### src/rtl/prog_counter.sv
// prog_counter: programmable up/down counter with prescaler, load, wrap/one-shot and terminal count.
//   clk, reset (sync, active-high); en gates the prescaler; load/load_val synchronous load (clamped to MAX);
//   dir 1=up 0=down; one_shot 1=halt at boundary; cnt count; tc one-cycle boundary pulse; done sticky halt flag.
module prog_counter #(
   parameter int WIDTH    = 8,
   parameter int MAX      = 2**WIDTH-1,
   parameter int PRESCALE = 1,
   parameter int INIT     = 0
) (
   input  logic             clk,
   input  logic             reset,
   input  logic             en,
   input  logic             load,
   input  logic [WIDTH-1:0] load_val,
   input  logic             dir,
   input  logic             one_shot,
   output logic [WIDTH-1:0] cnt,
   output logic             tc,
   output logic             done
);
   typedef enum logic {RUN, HALT} state_t;
   localparam int PW = PRESCALE > 1 ? $clog2(PRESCALE) : 1;
   localparam logic [WIDTH-1:0] MAX_V = WIDTH'(MAX);
   localparam logic [WIDTH-1:0] INIT_V = WIDTH'(INIT);
   localparam logic [PW-1:0] PRE_LAST = PW'(PRESCALE-1);
   state_t state_q, state_d;
   logic [WIDTH-1:0] cnt_q, cnt_d;
   logic [PW-1:0] pre_q, pre_d;
   logic tc_q, tc_d, done_q, done_d;
   logic tick, at_end;
   assign tick = en && pre_q == PRE_LAST;
   assign at_end = dir ? cnt_q == MAX_V : cnt_q == '0;
   always_ff @(posedge clk) begin
      if (reset) begin
         state_q <= RUN;
         cnt_q   <= INIT_V;
         pre_q   <= '0;
         tc_q    <= 1'b0;
         done_q  <= 1'b0;
      end else begin
         state_q <= state_d;
         cnt_q   <= cnt_d;
         pre_q   <= pre_d;
         tc_q    <= tc_d;
         done_q  <= done_d;
      end
   end
   always_comb begin
      state_d = state_q;
      cnt_d   = cnt_q;
      pre_d   = pre_q;
      done_d  = done_q;
      tc_d    = 1'b0;
      if (load) begin
         cnt_d   = load_val > MAX_V ? MAX_V : load_val;
         pre_d   = '0;
         done_d  = 1'b0;
         state_d = RUN;
      end else if (state_q == RUN && en) begin
         pre_d = tick ? '0 : pre_q + 1'b1;
         if (tick && !at_end) begin
            cnt_d = dir ? cnt_q + 1'b1 : cnt_q - 1'b1;
         end else if (tick) begin
            tc_d = 1'b1;
            // one-shot holds the boundary value; wrap jumps to the opposite end
            cnt_d = one_shot ? cnt_q : (dir ? '0 : MAX_V);
            if (one_shot) begin
               done_d  = 1'b1;
               state_d = HALT;
            end
         end
      end
   end
   assign cnt  = cnt_q;
   assign tc   = tc_q;
   assign done = done_q;
endmodule

### config.mk
export PLATFORM = sky130hd
export DESIGN_NAME = prog_counter
export DESIGN_NICKNAME = d
export VERILOG_FILES = /design/src/rtl/prog_counter.sv
export SDC_FILE = /design/constraint.sdc
export NUM_CORES = 1
export LEC_CHECK = 0
export ABC_AREA = 1
export CORE_MARGIN = 2
export CORE_UTILIZATION = 51
export CTS_BUF_LIST = sky130_fd_sc_hd__clkbuf_8
export CTS_CLUSTER_DIAMETER = 200
export CTS_CLUSTER_SIZE = 14
export DETAILED_ROUTE_END_ITERATION = 8
export PLACE_DENSITY = 0.82
export SLEW_MARGIN = 20
export SYNTH_ARGS = -nofsm -noshare
export SYNTH_HDL_FRONTEND = slang
export SYNTH_SLANG_ARGS = --single-unit
### constraint.sdc
create_clock -name clk -period 2.2 [get_ports clk]
set_clock_uncertainty 0.2 [all_clocks]
set_input_delay 0.33 -clock clk [delete_from_list [all_inputs] [get_ports clk]]
set_output_delay 0.33 -clock clk [all_outputs]
set_load 0.02 [all_outputs]
## After elaboration in Yosys (flattened, before gate mapping)

Cells that the tools add are included.

- Order comparisons: 1
- Add/sub/neg operators: 3
- Reductions and logical operators: 11
- Bitwise logic cells: 4
- Eq/ne operators: 2
- Multiplexer cells: 11

Operator list:

| kind | count |
|---|---|
| 2-to-1 mux 8 bit | 8 |
| adder 8 x 1 -> 8 bit (second input constant) | 1 |
| equality test 8 bit (second input constant) | 1 |
| > comparator 8 bit (second input constant) | 1 |
| logical NOT 8 bit | 1 |
| subtractor 8 x 1 -> 8 bit (second input constant) | 1 |
| NOT 1 bit | 4 |
| AND reduction 4 bit | 1 |
| OR reduction 4 bit | 1 |
| logical AND 1 bit | 3 |
| 2-to-1 mux 1 bit | 3 |
| inequality test 3 x 2 -> 1 bit (second input constant) | 1 |
| AND reduction 3 bit | 1 |
| nonzero test 3 bit | 1 |
| nonzero test 2 bit | 1 |
| OR reduction 2 bit | 1 |
| adder 1 bit (second input constant) | 1 |
| logical NOT 1 bit | 1 |

- Output and inout port bits: 10
- Input port bits: 14
- Flip-flop bits (word level): 11

## Depth between registers and ports, before layout

Gate-level depths: netlist (run 1).

- Depth after elaboration: 7
- Depth in mapped cells: 11
- Gate-level depth less buffers: 11

## Least setup slack after synthesis (run 1)

Ideal clock, no wire load.

- Path kind: register to register
- From: register cnt_q[2], in the netlist cnt[2]
- To: register cnt_q[7], in the netlist cnt[7]
- Data arrival time: 1.414 ns
- Data required time: 1.887 ns
- Path slack: 0.473 ns
- Stages on the path, launching flop included: 10
- Cell sequence: dfxtp_1 ha_1 a21oi_1 nand2_1 nand2_1 nand3b_1 nand2_1 nor2_1 nor2_1 nor2_1

- Longest elaborated chain between the ends: 7

RTL lines:

| item | RTL line | text |
|---|---|---|
| start, declared | 27 | `logic [WIDTH-1:0] cnt_q, cnt_d;` |
| start signal, assigned | 42 | `cnt_q <= cnt_d;` |
| parallel branches: the longest is 7 deep, another holds subtractor 8 x 1 -> 8 bit | -- |  |

Several ways; the timed one is not identified. The select of a mux whose other input is x is not followed.
A chain may end at the register's enable or synchronous reset.

## Worst setup path after layout (run 1)

- From: input dir
- To: register cnt_q[4], in the netlist cnt[4]

- Longest elaborated chain between the ends: 6

RTL lines:

| item | RTL line | text |
|---|---|---|
| start, declared | 15 | `input logic dir,` |
| 2-to-1 mux 8 bit / 2-to-1 mux 1 bit (equally long branches) | 66, 32 |  |
| 2-to-1 mux 8 bit / logical NOT 1 bit (equally long branches) | 66, 61 |  |
| 2-to-1 mux 8 bit / logical AND 1 bit (equally long branches) | 63, 61 |  |
| 2-to-1 mux 8 bit | 61 | `if (tick && !at_end) begin` |
| 2-to-1 mux 8 bit | 59 | `end else if (state_q == RUN && en) begin` |
| 2-to-1 mux 8 bit | 54 | `if (load) begin` |

Parallel ways exist; a longest one is shown, timed or not. The select of a mux whose other input is x is not followed.

==> impl_metrics.prom, run 1 <==
# TYPE chip_impl_metric gauge
chip_impl_info{name="outcome",value="completed"} 1
chip_impl_metric{name="die_area",unit="µm²"} 2370
chip_impl_metric{name="arrival",unit="ns"} 2.00
chip_impl_metric{name="final_net_count",unit=""} 234
chip_impl_metric{name="whs",unit="ns"} 0.2368
chip_impl_metric{name="via_count_of_the_first_global_routing_pass",unit=""} 1104
chip_impl_metric{name="cp_num_buf_inv",unit=""} 2
chip_impl_metric{name="timing.fmax",unit="GHz"} 0.4850
chip_impl_metric{name="placed_area",unit="µm²"} 1339
chip_impl_metric{name="num_vias",unit=""} 1160
chip_impl_metric{name="start_util",unit=""} 0.5299
chip_impl_metric{name="grtUsageTotal",unit=""} 0.2288
chip_impl_metric{name="synth_simple_gate_area_share",unit=""} 0.4730
chip_impl_metric{name="detailed_route_wire_length",unit="µm"} 2586
chip_impl_metric{name="vdd_ir_drop_max",unit="mV"} 0.4554
chip_impl_info{name="crit_path_top_delay_cell",value="sky130_fd_sc_hd__clkdlybuf4s50_1"} 1
chip_impl_metric{name="drc_violation_count_after_routing",unit=""} 0
chip_impl_metric{name="slew-limit-headroom",unit=""} 0.7896
chip_impl_info{name="critPathCaptureType",value="flip-flop"} 1
chip_impl_metric{name="power.density_cell_area",unit="nW/µm²"} 529.8
chip_impl_metric{name="syn_nets",unit=""} 198
chip_impl_metric{name="top_level_ports",unit=""} 24
chip_impl_metric{name="yosys_register_bits",unit=""} 11
chip_impl_metric{name="yosys_synthesis_warning_count",unit=""} 0
chip_impl_info{name="setup_crit_path_kind",value="input port to flip-flop"} 1
chip_impl_metric{name="coreArea",unit="µm²"} 1922
chip_impl_metric{name="htreeDepth",unit=""} 1
chip_impl_metric{name="worst_slew_pin_slew",unit="ns"} 0.3123
chip_impl_metric{name="global_route.overflow_total",unit=""} 0
chip_impl_metric{name="clk-insertion-delay-late",unit="ns"} 0.24
chip_impl_info{name="cts_root_buffer",value="sky130_fd_sc_hd__clkbuf_8"} 1
chip_impl_metric{name="setup_viol_count_final",unit=""} 0
chip_impl_info{name="final_common_cell",value="sky130_fd_sc_hd__nand2_1"} 1
chip_impl_metric{name="inserted_clock_buffers",unit=""} 3
chip_impl_metric{name="p_leak",unit="nW"} 0.7498
chip_impl_metric{name="grt_max_degree",unit=""} 10
chip_impl_metric{name="die_height",unit="µm"} 48.69
chip_impl_metric{name="netlist_area",unit="µm²"} 1018
chip_impl_metric{name="drive_above_1_share",unit=""} 0.1085
chip_impl_metric{name="post_synthesis_compound_gate_area_fraction",unit=""} 0.05897
chip_impl_metric{name="cp_max_fo",unit=""} 8
chip_impl_info{name="rsz0062_at_grt",value="false"} 1
chip_impl_metric{name="report.final.slew_viol_count",unit=""} 0
chip_impl_metric{name="cts.sinks",unit=""} 11
chip_impl_metric{name="synth_xor_xnor_area_share",unit=""} 0.02580
chip_impl_metric{name="drt_pre_antenna_iters",unit=""} 4
chip_impl_metric{name="grt_antenna_before_repair",unit=""} 0
chip_impl_info{name="critPathLaunchType",value="input port"} 1
chip_impl_info{name="tritoncts",value="done"} 1
chip_impl_metric{name="gp_congestion",unit=""} 0.8092
chip_impl_metric{name="drt-wirelength-per-cell",unit="µm"} 10.82
chip_impl_metric{name="setup_slack",unit="ns"} 0.1380
chip_impl_metric{name="cts_buffer_depth",unit=""} 2
chip_impl_info{name="path_cells",value="clkdlybuf4s50_1, inv_2, fa_1, nand3_1, nand3_1, xnor2_1, nor2_1, nor2_1, nor2_1"} 1
chip_impl_metric{name="yosys.area_share.adder",unit=""} 0.09337
chip_impl_metric{name="sequential_share_of_the_synthesized_area",unit=""} 0.2162
chip_impl_metric{name="design_area",unit="µm²"} 1400
chip_impl_metric{name="synth_mux_area_frac",unit=""} 0
chip_impl_info{name="critical_path.most_common_cell",value="sky130_fd_sc_hd__nor2_1"} 1
chip_impl_metric{name="drt_iter0_drc",unit=""} 9
chip_impl_metric{name="average_instance_area_after_synthesis",unit="µm²"} 5.754
chip_impl_metric{name="maxCapViolations",unit=""} 0
chip_impl_metric{name="grt_pass1_wl",unit="µm"} 4278
chip_impl_metric{name="syn_inst",unit=""} 177
chip_impl_metric{name="place_hpwl",unit="µm"} 2074
chip_impl_metric{name="worst_ep_required_time",unit="ns"} 2.14
chip_impl_info{name="critical-path-top-delay-family",value="buffers and inverters"} 1
chip_impl_metric{name="synth_cell_types",unit=""} 23
chip_impl_metric{name="synthToLayoutAreaGrowth",unit="%"} 37.47
chip_impl_metric{name="chip_width",unit="µm"} 48.69
chip_impl_info{name="min-delay-path-class",value="flip-flop to flip-flop"} 1
chip_impl_info{name="top_library_cells_by_usage_in_the_layout_fill_and_taps_aside",value="sky130_fd_sc_hd__nand2_1, sky130_fd_sc_hd__nor2_1, sky130_fd_sc_hd__inv_1"} 1
chip_impl_metric{name="route.antenna.remaining_nets",unit=""} 0
chip_impl_info{name="dominant_combinational_cell_family_by_area_after_synthesis",value="simple AND/OR/NAND/NOR gates"} 1
chip_impl_metric{name="numPortBuffers",unit=""} 23
chip_impl_metric{name="detail_route.vias_per_cell",unit=""} 4.854
chip_impl_metric{name="placement_rows",unit=""} 16
chip_impl_metric{name="hold_viol",unit=""} 0
chip_impl_metric{name="diodes",unit=""} 0
chip_impl_metric{name="post_cts_hold_buffer_count",unit=""} 0
chip_impl_metric{name="post-route-min-period",unit="ns"} 2.062
chip_impl_metric{name="period_share",unit=""} 0.9373
chip_impl_metric{name="clk_pin_slew",unit="ns"} 0.05
chip_impl_metric{name="dp_slack",unit="ns"} -0.1368
chip_impl_metric{name="slowest_delay",unit="ns"} 0.50
layer usage:
layer / vias up / share of wire / global-route usage
met5: - / 0 / 0
met1: 517 / 0.42 / 0.2539
met2: 30 / 0.52 / 0.4155
met4: 0 / 0.018 / 0.08571
li1: 606 / - / -
met3: 7 / 0.043 / 0.05864
stage by stage:
step	util	TNS [ns]	power (mW)	std cells
final	0.7285	0	0.7417	239
after global routing	0.7285	0	0.7907	239
after CTS	0.7201	0	0.7396	239
after detailed placement	0.6966	-0.4893	0.5336	235
after global placement	0.6966	-0.2744	0.5240	235
after floorplan	-	0	0.4211	177
power breakdown:
part | switching [mW] | internal (mW) | total [mW]
Sequential | 0.0253 | 0.214 | 0.239
Combinational | 0.157 | 0.142 | 0.299
Clock | 0.0806 | 0.123 | 0.204
logic make-up after synthesis:
| logic type | after synthesis |
|---|---|
| DFF | 11 |
| adders and majority gates | 7 |
| xor gates and xnor gates | 3 |
| AOI/OAI and AO/OA | 12 |
| and+or+nand+nor | 111 |
| buffers and inverters | 33 |
final timing paths:
| kind | startpoint | endpoint | slack [ns] | depth (start not counted) |
|---|---|---|---|---|
| max | dir | cnt[4] | 0.14 | 9 |
| min | pre_q | pre_q | 0.24 | 2 |
| min reg2reg | pre_q | pre_q | 0.24 | 2 |
| max reg2reg | cnt[0] | cnt[4] | 0.47 | 7 |
worst register-to-register path, stage by stage (launching register included):
cell                      delay [ns]
sky130_fd_sc_hd__dfxtp_1        0.39
sky130_fd_sc_hd__fa_1           0.47
sky130_fd_sc_hd__nand3_1        0.09
sky130_fd_sc_hd__nand3_1        0.09
sky130_fd_sc_hd__xnor2_1        0.18
sky130_fd_sc_hd__nor2_1         0.06
sky130_fd_sc_hd__nor2_1         0.10
sky130_fd_sc_hd__nor2_1         0.05
Yosys cell counts (all sizes together):
cell type  count  area share
dfxtp         11        0.22
nor3           2      0.0098
xnor2          3       0.026
o21ai          3       0.015
inv           31        0.11
nand4          3       0.025
and3           1      0.0061
nand3          6       0.042
a21oi          9       0.044
fa             1       0.020
nand3b         2       0.018
buf            2       0.018
ha             6       0.074
nor2          43        0.16
nand2         54        0.21
state kept, by name, summed over array words and instances (netlist names):
register  count
cnt           8
pre_q         1
tc            1
done          1
area by class of cell:
class	instances	area, µm²
flip-flops and latches	11	220.2
fillers	170	521.8
repair buffers	33	305.3
inverters	31	116.4
multi-input cells	133	679.4
clock buffers	3	41.29
well taps	27	33.78
clock inverters	1	3.754
what timing repair did:
action | CTS | global route
setup endpoints to repair | 0 | 2
endpoints found under the hold margin | 0 | 0
setup buffers | 0 | 0
gates resized for setup | 0 | 2
No activity file was read; power rests on OpenSTA's default activity.
==> inputs of run 2 (changes only) <==
--- a/config.mk
+++ b/config.mk
@@ -13,7 +13,7 @@
 export CTS_CLUSTER_SIZE = 14
 export DETAILED_ROUTE_END_ITERATION = 8
 export PLACE_DENSITY = 0.82
-export SLEW_MARGIN = 20
+export SLEW_MARGIN = 40
 export SYNTH_ARGS = -nofsm -noshare
 export SYNTH_HDL_FRONTEND = slang
 export SYNTH_SLANG_ARGS = --single-unit
==> results of run 2 <==
The final DEF is identical to that of run 1; final timing and power are the same.
==> inputs of run 3 (changes only) <==
--- a/config.mk
+++ b/config.mk
@@ -5,14 +5,13 @@
 export SDC_FILE = /design/constraint.sdc
 export NUM_CORES = 1
 export LEC_CHECK = 0
-export ABC_AREA = 1
 export CORE_MARGIN = 2
-export CORE_UTILIZATION = 51
+export CORE_UTILIZATION = 50
 export CTS_BUF_LIST = sky130_fd_sc_hd__clkbuf_8
 export CTS_CLUSTER_DIAMETER = 200
 export CTS_CLUSTER_SIZE = 14
 export DETAILED_ROUTE_END_ITERATION = 8
-export PLACE_DENSITY = 0.82
+export PLACE_DENSITY = 0.81
 export SLEW_MARGIN = 40
 export SYNTH_ARGS = -nofsm -noshare
 export SYNTH_HDL_FRONTEND = slang
==> run 3 against run 2 <==
Effect of this change:
- clock-buffer cell count is the same
- first-iteration DRC count increased to 3.0 times the previous value
- design area is 8.4% higher
- global-route usage grew 8.5 points
- fmax shrank 5.8%
- register-to-register slack got worse by 0.43 ns
- final cell count shrank 22%
- hold slack better by 0.093 ns
- highest routed layer unchanged
==> impl_metrics.prom, run 3 <==
# TYPE chip_impl_metric gauge
chip_impl_info{name="outcome",value="completed"} 1
chip_impl_metric{name="cts.sinks",unit=""} 11
chip_impl_info{name="tritoncts",value="done"} 1
chip_impl_metric{name="synthToLayoutAreaGrowth",unit="%"} 60.45
chip_impl_metric{name="worst_slew_pin_slew",unit="ns"} 0.6016
chip_impl_metric{name="cts_buffer_depth",unit=""} 2
chip_impl_metric{name="grt_antenna_before_repair",unit=""} 0
chip_impl_info{name="cts_root_buffer",value="sky130_fd_sc_hd__clkbuf_8"} 1
chip_impl_metric{name="vdd_ir_drop_max",unit="mV"} 0.5440
chip_impl_info{name="path_cells",value="dlygate4sd2_1, buf_4, nand2_1, nor3_2, buf_4, nor4b_4, nand3b_1, a221oi_1"} 1
chip_impl_metric{name="cp_num_buf_inv",unit=""} 3
chip_impl_info{name="synth_area_leader",value="sky130_fd_sc_hd__dfxtp_1"} 1
chip_impl_metric{name="report.final.slew_viol_count",unit=""} 0
chip_impl_metric{name="design_area",unit="µm²"} 1518
chip_impl_info{name="critical_path.most_common_cell",value="sky130_fd_sc_hd__buf_4"} 1
chip_impl_metric{name="yosys_synthesis_warning_count",unit=""} 0
chip_impl_metric{name="post-route-min-period",unit="ns"} 2.190
chip_impl_metric{name="start_util",unit=""} 0.5419
chip_impl_metric{name="slowest_delay",unit="ns"} 0.53
chip_impl_metric{name="syn_inst",unit=""} 112
chip_impl_metric{name="grtUsageTotal",unit=""} 0.3142
chip_impl_metric{name="gp_congestion",unit=""} 0.8634
chip_impl_info{name="critPathLaunchType",value="input port"} 1
chip_impl_metric{name="final_net_count",unit=""} 184
chip_impl_metric{name="diodes",unit=""} 0
chip_impl_metric{name="timing.fmax",unit="GHz"} 0.4566
chip_impl_metric{name="drt-wirelength-per-cell",unit="µm"} 18.76
chip_impl_metric{name="placement_rows",unit=""} 15
chip_impl_metric{name="via_count_of_the_first_global_routing_pass",unit=""} 1112
chip_impl_metric{name="average_instance_area_after_synthesis",unit="µm²"} 8.446
chip_impl_metric{name="portion_of_synthesized_cell_area_occupied_by_the_leading_cell_type",unit=""} 0.2328
chip_impl_metric{name="netlist_area",unit="µm²"} 945.9
chip_impl_metric{name="yosys_register_bits",unit=""} 11
chip_impl_metric{name="top_level_ports",unit=""} 24
chip_impl_metric{name="asyncSetResetFlopFracSynth",unit=""} 0
chip_impl_metric{name="drt_pre_antenna_iters",unit=""} 4
chip_impl_metric{name="fin_util",unit=""} 0.8695
chip_impl_metric{name="layout.cells.non_filler",unit=""} 187
chip_impl_metric{name="hold_viol",unit=""} 0
chip_impl_metric{name="arrival",unit="ns"} 2.13
chip_impl_metric{name="clk-insertion-delay-late",unit="ns"} 0.24
chip_impl_metric{name="worst_ep_required_time",unit="ns"} 2.14
chip_impl_metric{name="detail_route.vias_per_cell",unit=""} 6.027
chip_impl_metric{name="dp.cells",unit=""} 182
chip_impl_metric{name="totalPowerFinal",unit="µW"} 796.7
chip_impl_metric{name="syn_nets",unit=""} 133
chip_impl_info{name="final_common_cell",value="sky130_fd_sc_hd__buf_4"} 1
chip_impl_metric{name="drive_above_1_share",unit=""} 0.3395
chip_impl_metric{name="coreArea",unit="µm²"} 1745
chip_impl_info{name="critical-path-top-delay-family",value="simple AND/OR/NAND/NOR gates"} 1
chip_impl_metric{name="cp_max_fo",unit=""} 7
chip_impl_metric{name="synth_cell_types",unit=""} 43
chip_impl_metric{name="die_height",unit="µm"} 47.50
chip_impl_metric{name="chip_width",unit="µm"} 47.50
chip_impl_metric{name="n_fill_cell",unit=""} 87
chip_impl_info{name="critPathCaptureType",value="flip-flop"} 1
chip_impl_metric{name="setup_viol_count_final",unit=""} 0
chip_impl_metric{name="number_of_synthesized_flops_with_an_enable_pin",unit=""} 0
chip_impl_metric{name="place_hpwl",unit="µm"} 2246
chip_impl_metric{name="period_share",unit=""} 0.9955
chip_impl_metric{name="num_vias",unit=""} 1127
chip_impl_metric{name="route.antenna.remaining_nets",unit=""} 0
chip_impl_metric{name="global_route.overflow_total",unit=""} 0
chip_impl_metric{name="numPortBuffers",unit=""} 23
chip_impl_metric{name="placed_area",unit="µm²"} 1384
chip_impl_info{name="synthTopCellsByArea",value="sky130_fd_sc_hd__dfxtp_1, sky130_fd_sc_hd__ha_1, sky130_fd_sc_hd__a21o_1"} 1
chip_impl_metric{name="htreeDepth",unit=""} 1
chip_impl_metric{name="drt_iter0_drc",unit=""} 27
chip_impl_info{name="setup_crit_path_kind",value="input port to flip-flop"} 1
chip_impl_info{name="crit_path_top_delay_cell",value="sky130_fd_sc_hd__nor4b_4"} 1
chip_impl_metric{name="detailed_route_wire_length",unit="µm"} 3509
chip_impl_metric{name="p_leak",unit="nW"} 0.6967
chip_impl_metric{name="sequential_share_of_the_synthesized_area",unit=""} 0.2328
chip_impl_metric{name="power.density_cell_area",unit="nW/µm²"} 524.9
chip_impl_metric{name="die_area",unit="µm²"} 2256
chip_impl_info{name="post_synth_most_frequent_cells",value="sky130_fd_sc_hd__dfxtp_1, sky130_fd_sc_hd__inv_1, sky130_fd_sc_hd__nor2_1, sky130_fd_sc_hd__a21o_1, sky130_fd_sc_hd__ha_1"} 1
chip_impl_metric{name="drc_violation_count_after_routing",unit=""} 0
chip_impl_info{name="top_library_cells_by_usage_in_the_layout_fill_and_taps_aside",value="sky130_fd_sc_hd__buf_4, sky130_fd_sc_hd__clkdlybuf4s50_1, sky130_fd_sc_hd__inv_1"} 1
chip_impl_metric{name="inserted_clock_buffers",unit=""} 3
chip_impl_metric{name="slew-limit-headroom",unit=""} 0.5972
chip_impl_metric{name="maxCapViolations",unit=""} 0
chip_impl_metric{name="largest_register_ffs",unit=""} 8
chip_impl_metric{name="grt_max_degree",unit=""} 14
chip_impl_metric{name="grt_pass1_wl",unit="µm"} 4864
chip_impl_info{name="synth_top_flop_cell",value="sky130_fd_sc_hd__dfxtp_1"} 1
chip_impl_info{name="min-delay-path-class",value="flip-flop to flip-flop"} 1
chip_impl_metric{name="clk_pin_slew",unit="ns"} 0.05
==> run 3: logic make-up after synthesis <==
logic type	Yosys count	share of synthesized area
multiplexers	1	0.01058
flip-flops	11	0.2328
AND/OR/NAND/NOR	37	0.2421
AO/OA/AOI/OAI	37	0.3003
adder cells (fa/ha/maj)	7	0.1005
XOR/XNOR	4	0.03704
buffers and inverters	15	0.07671
==> run 3: path summary, 6_finish.rpt <==
check / startpoint / to / slack [ns] / depth (start not counted)
worst min-delay path: done / done / 0.33 / 1
worst max register to register: cnt[7] / cnt[1] / 0.04 / 6
worst max-delay path: dir / cnt[7] / 0.01 / 8
worst min register to register: done / done / 0.33 / 1
==> run 3: area by class of cell <==
class                   count  area, µm²  area share
multi-input cells          86      732.0      0.4823
clock buffers               3      41.29     0.02721
flip-flops and latches     11      221.5      0.1459
inverters                  11      43.79     0.02885
repair buffers             50      444.2      0.2927
clock inverters             1      3.754    0.002473
well taps                  25      31.28     0.02061
==> run 3: stage by stage <==
step           TNS (ns)  setup slack, ns  hold WS [ns]
2_1_floorplan         0          0.07397        0.2555
3_3_place_gp     -2.361          -0.4488        0.2877
3_5_place_dp     -2.803          -0.5069        0.2891
4_1_cts               0         0.009272        0.3199
5_1_grt         -0.1134         -0.03870        0.3442
6_report              0         0.009949        0.3297
==> run 3: repair_timing <==
item	in CTS	in global routing
buffers inserted	1	1
hold buffers	0	0
gates resized for setup	8	8
pin swaps	3	2
setup endpoints to repair	7	6
hold endpoints to repair	0	0
==> run 3: power breakdown <==
group          switching [mW]  total (mW)  leakage (nW)  internal (mW)
logic                   0.185       0.372         0.579          0.187
registers              0.0118       0.226        0.0911          0.214
clock network          0.0768       0.199        0.0269          0.123
total                   0.274       0.797         0.697          0.523
==> run 3: layer usage <==
| metal | global-route usage | up-vias | part of all wire |
|---|---|---|---|
| met3 | 0.09811 | 18 | 0.076 |
| met4 | 0.1667 | 0 | 0.036 |
| met2 | 0.5541 | 69 | 0.53 |
| met5 | 0 | - | 0 |
| met1 | 0.3318 | 520 | 0.36 |
| li1 | - | 520 | - |
==> variant 1, RTL diff (flow settings as in run 3) <==
Change the parameter `WIDTH` from 8 to 10.
--- a/src/rtl/prog_counter.sv
+++ b/src/rtl/prog_counter.sv
@@ -3,5 +3,5 @@
 //   dir 1=up 0=down; one_shot 1=halt at boundary; cnt count; tc one-cycle boundary pulse; done sticky halt flag.
 module prog_counter #(
-   parameter int WIDTH    = 8,
+   parameter int WIDTH    = 10,
    parameter int MAX      = 2**WIDTH-1,
    parameter int PRESCALE = 1,
Ports: changed (resized cnt and load_val); port bits go from 24 to 28. No check against the original RTL was run, so the function may have changed too.
==> variant 1 against run 3 <==
Cell area is 16% higher; via count is 28% higher; utilization is 4.8 points lower; wire length is 28% higher; sequential cell count is 2 higher; critical path type is now flop to flop; critical endpoint unchanged; total power is 20% higher; synthesized area is 17% higher; setup slack better by 16 ps; first-iteration DRC count is 120% higher; clock power is 7% higher.
==> variant 1: results (changes against run 3) <==
drt:
  dr.pass1.iters: 4  # unchanged
  drt_iter0_markers: 59  # +120%
  finalWirelength_um: 4490  # +28%
  via_per_inst: 6.577  # +9.1%
hold_path:
  worstHoldStart: "pre_q"
  min_path_type: "flop to flop"
placed_design:
  place_area_mm2: 0.001603  # +16%
  place_congestion: 0.9418  # +9.1%
  dp_hpwl_um: 2922  # +30%
  pre_cts_slack_ps: -615.6  # -108.7 ps
  portBuffers: 27  # +17%
synthesis:
  yosysWarnings: 0  # unchanged
  synthXorXnorAreaFrac_pct: 3.959  # +0.26 points
  async_flop_share_pct: 0  # unchanged
  synth_top_family_by_area: "compound AO/OA/AOI/OAI gates"
  synth_fa_ha_area_share_pct: 10.86  # +0.81 points
  yosys_most_used_dff: "dfxtp_1"
  synth_area_leaders: "dfxtp_1 24%, ha_1 9.0%, a21oi_1 6.3%"
  synth_fp_nets: 158  # +19%
  synth.distinct_cells: 44  # +2.3%
  synth_common_cells: "14 x a21oi_1, 14 x nor2_1, 13 x dfxtp_1"
  yosysSeqAreaShare_pct: 23.53  # +0.25 points
  synthMuxAreaShare_pct: 1.810  # +0.75 points
  synth-compound-area-share_pct: 35.63  # +5.6 points
finish:
  diodes: 0  # unchanged
  largest_reg_flops: 10  # +2
  finalNetCount: 218  # +18%
  drive_gt1_share_pct: 30.21  # -3.7 points
  n_fill_cell: 126  # +45%
power:
  p_leak_uw: 0.0007093  # +1.8%
  p_sw_uw: 350.7  # +28%
  peakVddDrop_v: 0.0003448  # -37%
clock_network:
  cts_max_level: 1  # unchanged
  cts_buffers: 3  # unchanged
  path_clk_slew_ps: 60
  cts_max_path_buffers: 2  # unchanged
  cts_root_buf: "clkbuf_8"
  insertion_delay_ps: 240  # about the same
worst_setup_path:
  crit_slowest_cell: "a2111oi_4"
  cp_max_fo: 6  # -1
  arrival_ps: 2150  # +20 ps
  worst-setup-path-type: "flop to flop"
  reg2reg_from: "cnt[1]"
  max_stage_delay_ps: 400  # -130 ps
global_routing:
  grt_first_pass_wirelength_um: 6410  # +32%
  grt_pass1_vias: 1431  # +29%
  grt_use_total_pct: 33.50  # +2.1 points
  antenna_found_initial: 0  # unchanged
  grt_max_degree: 10  # -4
run_status:
  run_status: "completed"
timing:
  relSlewSlack_pct: 75.26  # +16 points
variant 1: area by class of cell:
type	instances	area (um2)	area share (%)
Sequential cell	13	264.0	14.96
Clock inverter	1	3.754	0.2128
Inverter	9	33.78	1.915
Clock buffer	3	41.29	2.340
Tap cell	28	35.03	1.986
Multi-Input combinational cell	110	899.6	50.99
Timing Repair Buffer	56	486.7	27.59
variant 1: kinds of logic (layout without fill, tap and decap cells):
kind of cell,after synthesis,count (layout)
buf+inv,10,69
flops,13,13
simple gates,44,44
compound gates,50,50
fa+ha+maj,9,9
mux,2,2
xor+xnor,5,5
variant 1: power groups by stage:
| stage | registers [uW] | clock network (uW) | logic (uW) |
|---|---|---|---|
| CTS | 279 | 215 | 408 |
| detailed placement | 282 | 0 | 388 |
| finish | 284 | 213 | 461 |
| global placement | 280 | 0 | 370 |
| floorplan | 301 | 0 | 193 |
| global route | 284 | 228 | 488 |
variant 1: metrics by stage:
| stage | cells | TNS, ps | hold slack [ps] | total power [uW] |
|---|---|---|---|---|
| 4_1_cts | 219 | 0 | 237.2 | 901.4 |
| 2_1_floorplan | 133 | 0 | 206.9 | 493.4 |
| 3_3_place_gp | 213 | -2366 | 216.2 | 650.5 |
| 3_5_place_dp | 213 | -3224 | 229.6 | 670.6 |
| 5_1_grt | 220 | -156.4 | 267.8 | 1001 |
| 6_report | 220 | 0 | 258.0 | 957.6 |
variant 1: worst paths after layout:
kind | endpoint | slack [ps] | cells after the start
max | cnt[7] | 30 | 7
min | pre_q | 260 | 2
max reg2reg | cnt[7] | 30 | 7
min reg2reg | pre_q | 260 | 2
variant 1: critical path: cells and delay by family, from the launching register on:
kind	cells	cell delay, ps
adders and majority gates	1	260
AOI/OAI and AO/OA	6	1270
DFF	1	370
variant 1: layer usage:
layer  track usage (%)  part of all wire (%)  up-vias
met1             35.08                    37      680
li1                  -                     -      618
met3             6.725                   8.6       36
met2             57.58                    48      113
met4             27.03                   6.6        0
met5                 0                     0        -
variant 1: timing repair:
| item | 4_1_cts | 5_1_grt |
|---|---|---|
| endpoints found under the hold margin | 0 | 0 |
| setup endpoints to repair | 6 | 4 |
| setup buffers | 2 | 1 |
| pin swaps | 6 | 11 |
| gates resized for setup | 9 | 14 |
==> variant 2, RTL diff (config.mk and constraints of run 3) <==
Without the edit above. Register the output `cnt` once more, with the module's reset; this adds one clock of latency there. The other outputs are not delayed to match. Comments in the files are not updated.
--- a/src/rtl/prog_counter.sv
+++ b/src/rtl/prog_counter.sv
@@ -72,5 +72,11 @@
       end
    end
-   assign cnt  = cnt_q;
+   always_ff @(posedge clk) begin
+      if (reset) begin
+         cnt <= '0;
+      end else begin
+         cnt <= cnt_q;
+      end
+   end
    assign tc   = tc_q;
    assign done = done_q;
Behaviour: not the same (Yosys sat finds a counterexample within 4 cycles, from zero or initial values and one cycle with reset high).
==> variant 2 against run 3 <==
Wire length fell by 16%; cell area rose by 5.8%; first-iteration DRC count rose by 3.7%; sequential share of layout area rose by 9.1 points; sequential cell count rose by 8; clock power rose by 20%; synthesized area rose by 18%; fmax rose by 7.4%; count of clock-buffer cells in the layout did not move; setup slack improved by 150 ps; combinational power fell by 20%; total power rose by 16%; die area rose by 16%; global-route usage fell by 7.2 points; largest power group is now sequential cells; highest routed layer unchanged.
==> variant 2: results (changes against run 3) <==
run_status:
  run_status: "completed"
worst_setup_path:
  max_stage_delay_ps: 270  # -260 ps
  arrival_ps: 1980  # -150 ps
  reg2reg_from: "cnt_q[3]"
  critical_path.endpoint: "cnt_q[7]"
  path_delay_family: "compound AO/OA/AOI/OAI gates"
  crit_slowest_cell: "o2111a_1"
  r2r_slack_ps: 160  # +120 ps
  reg2reg_to: "cnt_q[2]"
  rr_worst_depth: 6  # unchanged
  critical_path.startpoint: "dir"
  cp_max_fo: 8  # +1
global_routing:
  antenna_found_initial: 0  # unchanged
  grt_max_degree: 12  # -2
  grt_first_pass_wirelength_um: 4719  # -3.0%
  grt_use_total_pct: 24.23  # -7.2 points
synthesis:
  async_flop_share_pct: 0  # unchanged
  synth_fp_nets: 146  # +9.8%
  yosysSeqAreaShare_pct: 34.16  # +11 points
  synth.distinct_cells: 39  # -9.3%
  yosysWarnings: 0  # unchanged
  synth_area_leaders: "dfxtp_1 34%, o221a_1 7.1%, ha_1 6.7%"
  synth_common_cells: "19 x dfxtp_1, 17 x inv_1, 13 x a21oi_1"
drt:
  dr.pass1.iters: 5  # +1
  num_vias: 1082  # -4.0%
  finalWirelength_um: 2939  # -16%
  drt_iter0_markers: 28  # +3.7%
clock_network:
  cts_max_level: 1  # unchanged
  cts_buffers: 3  # unchanged
  path_clk_slew_ps: 80  # +30 ps
  insertion_delay_ps: 260  # +20 ps
  cts_root_buf: "clkbuf_8"
  cts_max_path_buffers: 2  # unchanged
hold_path:
  min_path_type: "flop to flop"
placed_design:
  place_area_mm2: 0.001506  # +8.9%
  place_congestion: 0.9198  # +6.5%
  pre_cts_slack_ps: -406.4  # +100.6 ps
  dp_hpwl_um: 2068  # -7.9%
  portBuffers: 23  # unchanged
timing:
  worst_pin_slew_ps: 431.1  # -170.5 ps
  fmax_mhz: 490.5  # +7.4%
  finalHoldViolations: 0  # unchanged
finish:
  diodes: 0  # unchanged
  finalNetCount: 191  # +3.8%
  reg_top3: "cnt: 8 flops, cnt_q: 8 flops"
  drive_gt1_share_pct: 23.08  # -11 points
power:
  peakVddDrop_v: 0.0006746  # +24%
  p_leak_uw: 0.0006608  # -5.2%
[variant 2: tightest hold or removal path, cell delays in order, from the launching register on]
cell     delay, ps
dfxtp_1        330
nand2_1         60
a21oi_1         40
[variant 2: kinds of logic (layout without fill, tap and decap cells)]
| logic type | count (synthesis) | after routing | synth area share [%] |
|---|---|---|---|
| AND/OR/NAND/NOR | 37 | 37 | 18.88 |
| AO/OA/AOI/OAI | 36 | 36 | 26.07 |
| buffers and inverters | 21 | 65 | 8.427 |
| flip-flops | 19 | 19 | 34.16 |
| adder cells (fa/ha/maj) | 7 | 7 | 8.539 |
| XOR/XNOR | 5 | 5 | 3.932 |
[variant 2: layer usage]
metal	global-route usage (%)	share of wire, %
met1	25.27	40
met2	46.75	53
met3	5.263	4.3
met4	8.559	2.7
met5	0	0
[variant 2: final cells by class]
class                      count  area, um2
fill                         151      543.0
timing repair buffer          44      386.6
clock buffer                   3      41.29
clock inverter                 1      5.005
multi-input combinational     85      690.7
sequential                    19      380.4
inverter                      17      66.31
tap                           28      35.03
[variant 2: worst min path at each step]
stage	from	endpoint	slack (ps)	cells past startpoint
floorplan	load	tc	200	1
global placement	pre_q	pre_q	230	2
detailed placement	pre_q	pre_q	260	2
CTS	pre_q	pre_q	270	2
global route	pre_q	pre_q	290	2
finish	pre_q	pre_q	270	2
[variant 2: what timing repair did]
action / in CTS / in global routing
resized for setup: 11 / 0
buffers inserted: 0 / 0
endpoints found under the setup margin: 4 / 0
[variant 2: per-stage QoR]
stage / std cells / power [uW]
final: 197 / 927.4
after global routing: 197 / 975.0
after CTS: 197 / 922.8
after detailed placement: 193 / 665.3
after global placement: 193 / 657.8
after floorplan: 125 / 552.2
[variant 2: where the power goes]
group	switching [uW]	leakage (uW)	internal, uW
logic	140	0.000479	157
clock network	114	0.0000255	126
registers	25.3	0.000157	366
